<file path="src/rtl/pool_requant_fifo.sv">
// Requantizes max-pool results to 8-bit pixels, tags row ends and buffers them in a
// first-word-fall-through FIFO with row/frame tracking on the drain side.
module pool_requant_fifo #(
    parameter int IN_W    = 15,
    parameter int OUT_W   = 8,
    parameter int SHIFT   = 7,
    parameter int DEPTH   = 16,
    parameter int ROW_LEN = 12,
    parameter int ROWS    = 12
) (
    input  logic                       clk,
    input  logic                       rst,
    input  logic                       in_valid,
    input  logic [IN_W-1:0]            in_data,
    input  logic                       out_ready,
    output logic                       out_valid,
    output logic [OUT_W-1:0]           out_data,
    output logic                       out_last,
    output logic                       frame_done,
    output logic                       full,
    output logic                       overflow,
    output logic [$clog2(DEPTH):0]     count
);

    localparam int AW = $clog2(DEPTH);
    localparam int CW = (ROW_LEN > 1) ? $clog2(ROW_LEN) : 1;
    localparam int RW = (ROWS > 1) ? $clog2(ROWS) : 1;
    localparam logic [IN_W:0] ROUND = (IN_W+1)'(1) << (SHIFT - 1);
    localparam logic [IN_W:0] QMAX  = (IN_W+1)'((1 << OUT_W) - 1);

    logic [OUT_W:0]   mem [DEPTH];
    logic [AW-1:0]    wr_ptr;
    logic [AW-1:0]    rd_ptr;
    logic [AW:0]      count_r;
    logic [CW-1:0]    col;
    logic [CW-1:0]    pop_col;
    logic [RW-1:0]    pop_row;
    logic             overflow_r;
    logic             frame_done_r;

    logic [IN_W:0]    sum;
    logic [IN_W:0]    shifted;
    logic [OUT_W-1:0] q;
    logic [OUT_W:0]   head;
    logic             push;
    logic             pop;
    logic             last_flag;
    logic             frame_end;

    // Round half up in IN_W+1 bits so the rounding carry is never lost, then saturate.
    always_comb begin
        sum     = {1'b0, in_data} + ROUND;
        shifted = sum >> SHIFT;
        q       = (shifted > QMAX) ? '1 : shifted[OUT_W-1:0];
    end

    always_comb begin
        head       = mem[rd_ptr];
        out_data   = head[OUT_W-1:0];
        out_last   = head[OUT_W];
        out_valid  = (count_r != '0);
        full       = (count_r == (AW+1)'(DEPTH));
        push       = in_valid && !full;
        pop        = out_valid && out_ready;
        last_flag  = (col == CW'(ROW_LEN - 1));
        frame_end  = pop && out_last && (pop_row == RW'(ROWS - 1));
        count      = count_r;
        overflow   = overflow_r;
        frame_done = frame_done_r;
    end

    always_ff @(posedge clk or posedge rst) begin
        if (rst) begin
            for (int i = 0; i < DEPTH; i++) begin
                mem[i] <= '0;
            end
            wr_ptr       <= '0;
            rd_ptr       <= '0;
            count_r      <= '0;
            col          <= '0;
            pop_col      <= '0;
            pop_row      <= '0;
            overflow_r   <= 1'b0;
            frame_done_r <= 1'b0;
        end else begin
            if (push) begin
                mem[wr_ptr] <= {last_flag, q};
                wr_ptr      <= wr_ptr + 1'b1;
                col         <= last_flag ? '0 : col + 1'b1;
            end
            if (in_valid && full) begin
                overflow_r <= 1'b1;
            end
            if (pop) begin
                rd_ptr  <= rd_ptr + 1'b1;
                pop_col <= out_last ? '0 : pop_col + 1'b1;
                if (out_last) begin
                    pop_row <= (pop_row == RW'(ROWS - 1)) ? '0 : pop_row + 1'b1;
                end
            end
            frame_done_r <= frame_end;
            case ({push, pop})
                2'b10:   count_r <= count_r + 1'b1;
                2'b01:   count_r <= count_r - 1'b1;
                default: count_r <= count_r;
            endcase
        end
    end

endmodule

</file>
<file path="config.mk">
export PLATFORM = sky130hd
export DESIGN_NAME = pool_requant_fifo
export DESIGN_NICKNAME = d
export VERILOG_FILES = /design/src/rtl/pool_requant_fifo.sv
export SDC_FILE = /design/constraint.sdc
export NUM_CORES = 1
export LEC_CHECK = 0
export CAP_MARGIN = 10
export CELL_PAD_IN_SITES_DETAIL_PLACEMENT = 0
export CELL_PAD_IN_SITES_GLOBAL_PLACEMENT = 1
export CORE_MARGIN = 1
export CORE_UTILIZATION = 44
export CTS_BUF_LIST = sky130_fd_sc_hd__clkbuf_16
export CTS_CLUSTER_SIZE = 24
export DETAILED_ROUTE_END_ITERATION = 10
export PLACE_DENSITY_LB_ADDON = 0.1
export SYNTH_ARGS = -nofsm -noshare
export SYNTH_HDL_FRONTEND = slang
export SYNTH_SLANG_ARGS = --single-unit
</file>
<file path="constraint.sdc">
create_clock -name clk -period 4.8 [get_ports clk]
set_input_delay 0.48 -clock clk [delete_from_list [all_inputs] [get_ports clk]]
set_output_delay 0.48 -clock clk [all_outputs]
set_load 0.005 [all_outputs]
</file>
Word level (Yosys, flattened, before mapping)
Cells that the tools add are included.

operators by class
  equality and inequality tests = 5
  order comparisons = 4
  bitwise logic cells = 2
  $add $sub $neg = 7
  multiplexer cells = 10
  reductions and logical operators = 10

operators by type and width
  operator                                                                          count
  144-bit bitwise mux                                                               1
  9-bit binary-select mux with 4-bit select                                         1
  9-bit demux with 4-bit select                                                     1
  9-bit two-way mux                                                                 3
  15-bit by 7-bit adder with 16-bit output (second input constant)                  1
  4-bit by 1-bit adder with 4-bit output (second input constant)                    4
  5-bit >= comparator (second input constant)                                       2
  4-bit inverter with 5-bit output                                                  2
  5-bit one-hot mux with 2 select lines                                             1
  9-bit by 8-bit greater-than comparator with 1-bit output (second input constant)  1
  4-bit == test (second input constant)                                             2
  4-bit two-way mux                                                                 2
  8-bit two-way mux                                                                 1
  1-bit logical AND                                                                 6
  5-bit by 1-bit adder with 5-bit output (second input constant)                    1
  5-bit == test (second input constant)                                             1
  5-bit by 1-bit < comparator with 1-bit output (second input constant)             1
  5-bit nonzero test                                                                1
  5-bit by 1-bit subtractor with 5-bit output (second input constant)               1
  2-bit by 1-bit == test with 1-bit output (second input constant)                  1
  2-bit == test (second input constant)                                             1
  2-bit AND reduction                                                               1
  2-bit nonzero test                                                                1
  1-bit zero test                                                                   1

storage, ports and cells
  input bits = 19
  flip-flop bits (word level) = 167

Depth between registers and ports, before layout
  word-level depth = 6
  depth in mapped cells = 15
  depth with buffers taken out = 11

Worst setup path before layout
No wires, ideal clock.

  path kind = register -> register
  from = reg count_r[1], in the netlist count[1]
  to = reg count_r[4], in the netlist count[4]
  period minus slack after synthesis = 2.907 ns
  data required time = 4.673 ns
  arrival time = 2.780 ns
  stages on the path, launching flop included = 16
  path slack = 1.893 ns
  cells stage by stage = dfrtp_1 > buf_2 > nor4_2 > a21boi_0 > buf_2 > buf_2 > clkbuf_1 > inv_1 > ha_1 > xor2_1 > ha_1 > nor3_1 > a21oi_1 > o32ai_1 > o21bai_1 > xnor2_1

on the way
  longest elaborated chain between the ends = 5
  elaborated cells between the ends (all ways) = 11
  those cells by class = add/sub (2); eq/ne (3); mux (1); reduce/logical (5)

ends and longest elaborated chain
  item                                                                         RTL line  RTL
  start: declaration                                                           34        logic [AW:0] count_r;
  start signal: assignment                                                     103       2'b10: count_r <= count_r + 1'b1;
  start signal: assignment                                                     104       2'b01: count_r <= count_r - 1'b1;
  start signal: assignment                                                     105       default: count_r <= count_r;
  5-bit == test                                                                62        full = (count_r == (AW+1)'(DEPTH));
  1-bit zero test                                                              63        push = in_valid && !full;
  1-bit logical AND                                                            63
  2-bit by 1-bit == test with 1-bit output or 2-bit == test (tied branches)    102       case ({push, pop})
  5-bit one-hot mux with 2 select lines or 2-bit nonzero test (tied branches)  n/a

Several ways; a longest one is shown, not always the timed one.
A chain may end at the register's enable or synchronous reset.

Final worst setup path
  from = reg rd_ptr[1]
  to = out out_data[6]

on the way
  longest elaborated chain between the ends = 4

ends and longest elaborated chain
  item                                                    RTL line  RTL
  start: declaration                                      33        logic [AW-1:0] rd_ptr;
  start signal: assignment                                95        rd_ptr <= rd_ptr + 1'b1;
  4-bit inverter with 5-bit output (not written as such)  58        head = mem[rd_ptr];
  9-bit binary-select mux with 4-bit select               58
  9-bit two-way mux (not written as such) (2 in series)   58
  end: declaration                                        17        output logic [OUT_W-1:0] out_data,

Every way passes these cells. The select of a mux whose other input is x is not followed.

==> key figures <==
Synth
  – Post-synth EDFFs: 0
  – Synth area leaders: dfrtp_1 (54%), mux4_2 (12%), o21ai_0 (9.8%)
  – Top cell type's share of synthesized area: 54.4%
  – Asr flop ratio synth: 100%
  – Synth cell types: 48
  – Synth area leader: dfrtp_1
  – Flip-flop and latch count after synthesis: 167
  – Syn Inst Count: 702
  – Primary FF master, synth: dfrtp_1
  – Register area share after synthesis: 54.4%
  – Yosys Warn Count: 0
  – Mapped Area: 7680 sq um
  – Syn avg cell area: 10.9 sq um
  – Syn nets: 731

Cells and area
  – Diode count: 0
  – Non-Filler Instances: 946
  – P&R area growth vs syn: 14.1%
  – Most common cell after layout, fill and taps aside: dfrtp_1
  – Core Util, Final: 52.1%
  – Layout cells sized above 1: 13.1%
  – Nets@finish: 742
  – Most frequent cells in the layout: dfrtp_1 (166), nand2_1 (165), o21ai_0 (150)

Global routing
  – Largest net degree at the start of global routing: 168
  – GRT Total Usage: 21.4%
  – Vias in the first global route: 5,256
  – Grt ovf: 0
  – Initial antenna violation count: 0
  – First-pass GRT wire length: 28.6 mm

STA
  – Tightest Pin Transition: 0.997 ns
  – TNS Setup: 0 ns
  – Layout Skew: 0.00824 ns
  – Tmin final: 3.59 ns
  – Finish-stage setup viols: 0
  – Slew Limit Fails: 0
  – Slew HR: 33.3%
  – Fin crit share: 74.7%
  – RSZ-0062 raised after global routing: no
  – Max Clock Freq: 279 MHz
  – Final hold vios: 0

Run
  – MaxCap Viol Count: 0

Worst hold path
  – HP Start: overflow$_DFFE_PP0P_
  – Hold/Removal Path Class: register to register

Floorplan
  – Standard-cell rows: 47
  – Die H: 134 um
  – Core outline area: 16,800 sq um
  – Chip width: 134 um
  – IO Count: 37
  – Initial core utilization: 45.7%
  – Die ar.: 18,000 sq um

Setup path
  – Crit Path Max Fanout: 22
  – Cell family with the largest share of critical-path delay: flip-flops
  – CP Launch Type: register
  – Origin of the critical flop-to-flop path: count[1]$_DFFE_PP0P_
  – CP endpoint kind: output pin
  – Critical Path, Cell by Cell: buf_4 -> mux4_2 -> mux4_2 -> clkdlybuf4s50_1
  – Cell with the biggest individual delay on the critical path: dfrtp_1
  – Most used cell, CP: mux4_2
  – Crit path buf inv count: 2
  – CP peak stage delay: 0.99 ns
  – WS Path Type: register to output pin
  – Crit path from: rd_ptr[1]$_DFFE_PP0P_
  – CP required: 4.32 ns
  – Crit path DAT: 3.11 ns

CTS
  – Clk_lat worst skew: 0.42 ns
  – Number of CTS-inserted buffers: 17
  – H-tree Lvls: 4
  – TritonCTS clock tree: done
  – Hold-fix buffers, CTS: 0
  – Clock root buffer: clkbuf_16
  – Clk buf depth: 2
  – PostCTS Resize Cnt: 0
  – Clk sinks: 167
  – Clk pin slew, worst setup/hold paths: 0.06 ns
  – Total setup buffers inserted after CTS: 0

Route
  – Routed wire length: 17.6 mm
  – Total number of vias: 5,282
  – Mean routed wirelength per cell: 18.6 um
  – Initial DRC count: 296
  – DRT antenna net count: 0
  – Vias per cell: 5.58
  – 1st-pass router iterations: 5
  – DRC violations left: 0

Placement
  – Final HPWL from detailed placement: 11.1 mm
  – Dpl cells: 914
  – Routability cong.: 0.817
  – IO buf count: 30

Power and ir drop
  – Sw Pwr: 0.00197 W
  – Leak: 3.83 nW
  – Switching Fraction: 32.8%
  – P_int: 0.00404 W
  – Reg power frac: 41.8%
  – Clock network fraction of design power: 23.6%
  – Gate power share: 34.6%
  – Peak supply drop: 0.290 mV
  – Cell Pwr Density: 686 nW/um^2

Outcome
  – Status: finished clean
synthesized netlist by cell type (all sizes together) (2+ instances only):
master,count
dfrtp,167
nand2,165
o21ai,152
mux4,41
clkbuf,29
nand3,18
buf,16
mux2i,13
ha,10
nor2,10
xnor2,9
inv,7
mux2,6
nand4,6
xor2,5
nor2b,4
nor3,4
a21o,3
a21oi,3
a31oi,3
nand2b,3
nand3b,3
or4,3
a22oi,2
and2,2
nor3b,2
layer usage:
| metal | vias to the layer above | track usage [%] | wire [um] |
|---|---|---|---|
| li1 | 2497 | - | - |
| met1 | 2666 | 29.5 | 8110 |
| met2 | 97 | 34.2 | 8520 |
| met3 | 22 | 3.89 | 626 |
| met4 | 0 | 7.30 | 345 |
| met5 | - | 0 | 0 |
registers in the layout, summed over array words and instances (netlist names):
| signal | cells |
|---|---|
| col | 4 |
| count | 5 |
| wr_ptr | 4 |
| frame_done | 1 |
| overflow | 1 |
| pop_row | 4 |
| rd_ptr | 4 |
| mem | 144 |
layout make-up:
| cell class | count | area [sq um] |
|---|---|---|
| clock buffers | 17 | 425 |
| inverters | 7 | 30.0 |
| well taps | 220 | 275 |
| fillers | 1516 | 8060 |
| multi-input cells | 483 | 3290 |
| flip-flops and latches | 167 | 4180 |
| clock inverters | 15 | 184 |
| repair buffers | 37 | 378 |
power groups by stage:
| stage | registers, W | logic (W) | clock network (W) |
|---|---|---|---|
| 2_1_floorplan | 0.00230 | 0.00162 | 0 |
| 3_3_place_gp | 0.00251 | 0.00205 | 0 |
| 3_5_place_dp | 0.00255 | 0.00211 | 0 |
| 4_1_cts | 0.00252 | 0.00211 | 0.00145 |
| 5_1_grt | 0.00261 | 0.00232 | 0.00150 |
| 6_report | 0.00251 | 0.00208 | 0.00142 |
path summary, 6_finish.rpt:
check	to	slack, ns	cells past startpoint
setup reg to reg	count[4]$_DFFE_PP0P_	1.65	11
setup / recovery	out_data[6]	1.21	4
hold / removal	overflow$_DFFE_PP0P_	0.47	1
max in group asynchronous	rd_ptr[0]$_DFFE_PP0P_	3.43	3
hold reg to reg	overflow$_DFFE_PP0P_	0.47	1
min in group asynchronous	mem[119]$_DFFE_PP0P_	0.64	3
through the flow:
step	setup slack, ns	power (W)	hold WS (ns)	cell area (sq um)
2_1_floorplan	1.89	0.00391	0.445	7680
3_3_place_gp	1.61	0.00455	0.444	8150
3_5_place_dp	1.61	0.00465	0.461	8150
4_1_cts	1.15	0.00608	0.477	8760
5_1_grt	1.09	0.00644	0.495	8760
6_report	1.21	0.00601	0.465	8760
cells by family (layout without fill, tap and decap cells):
group	count (synthesis)	in the layout	share of synthesized area, %
compound gates	173	173	12.0
xor+xnor	14	14	1.60
fa+ha+maj	10	10	1.63
buf+inv	52	76	2.82
flops	167	167	54.4
mux	60	60	14.6
simple gates	226	226	12.9
Note: power is estimated with default switching activity, not from simulation.
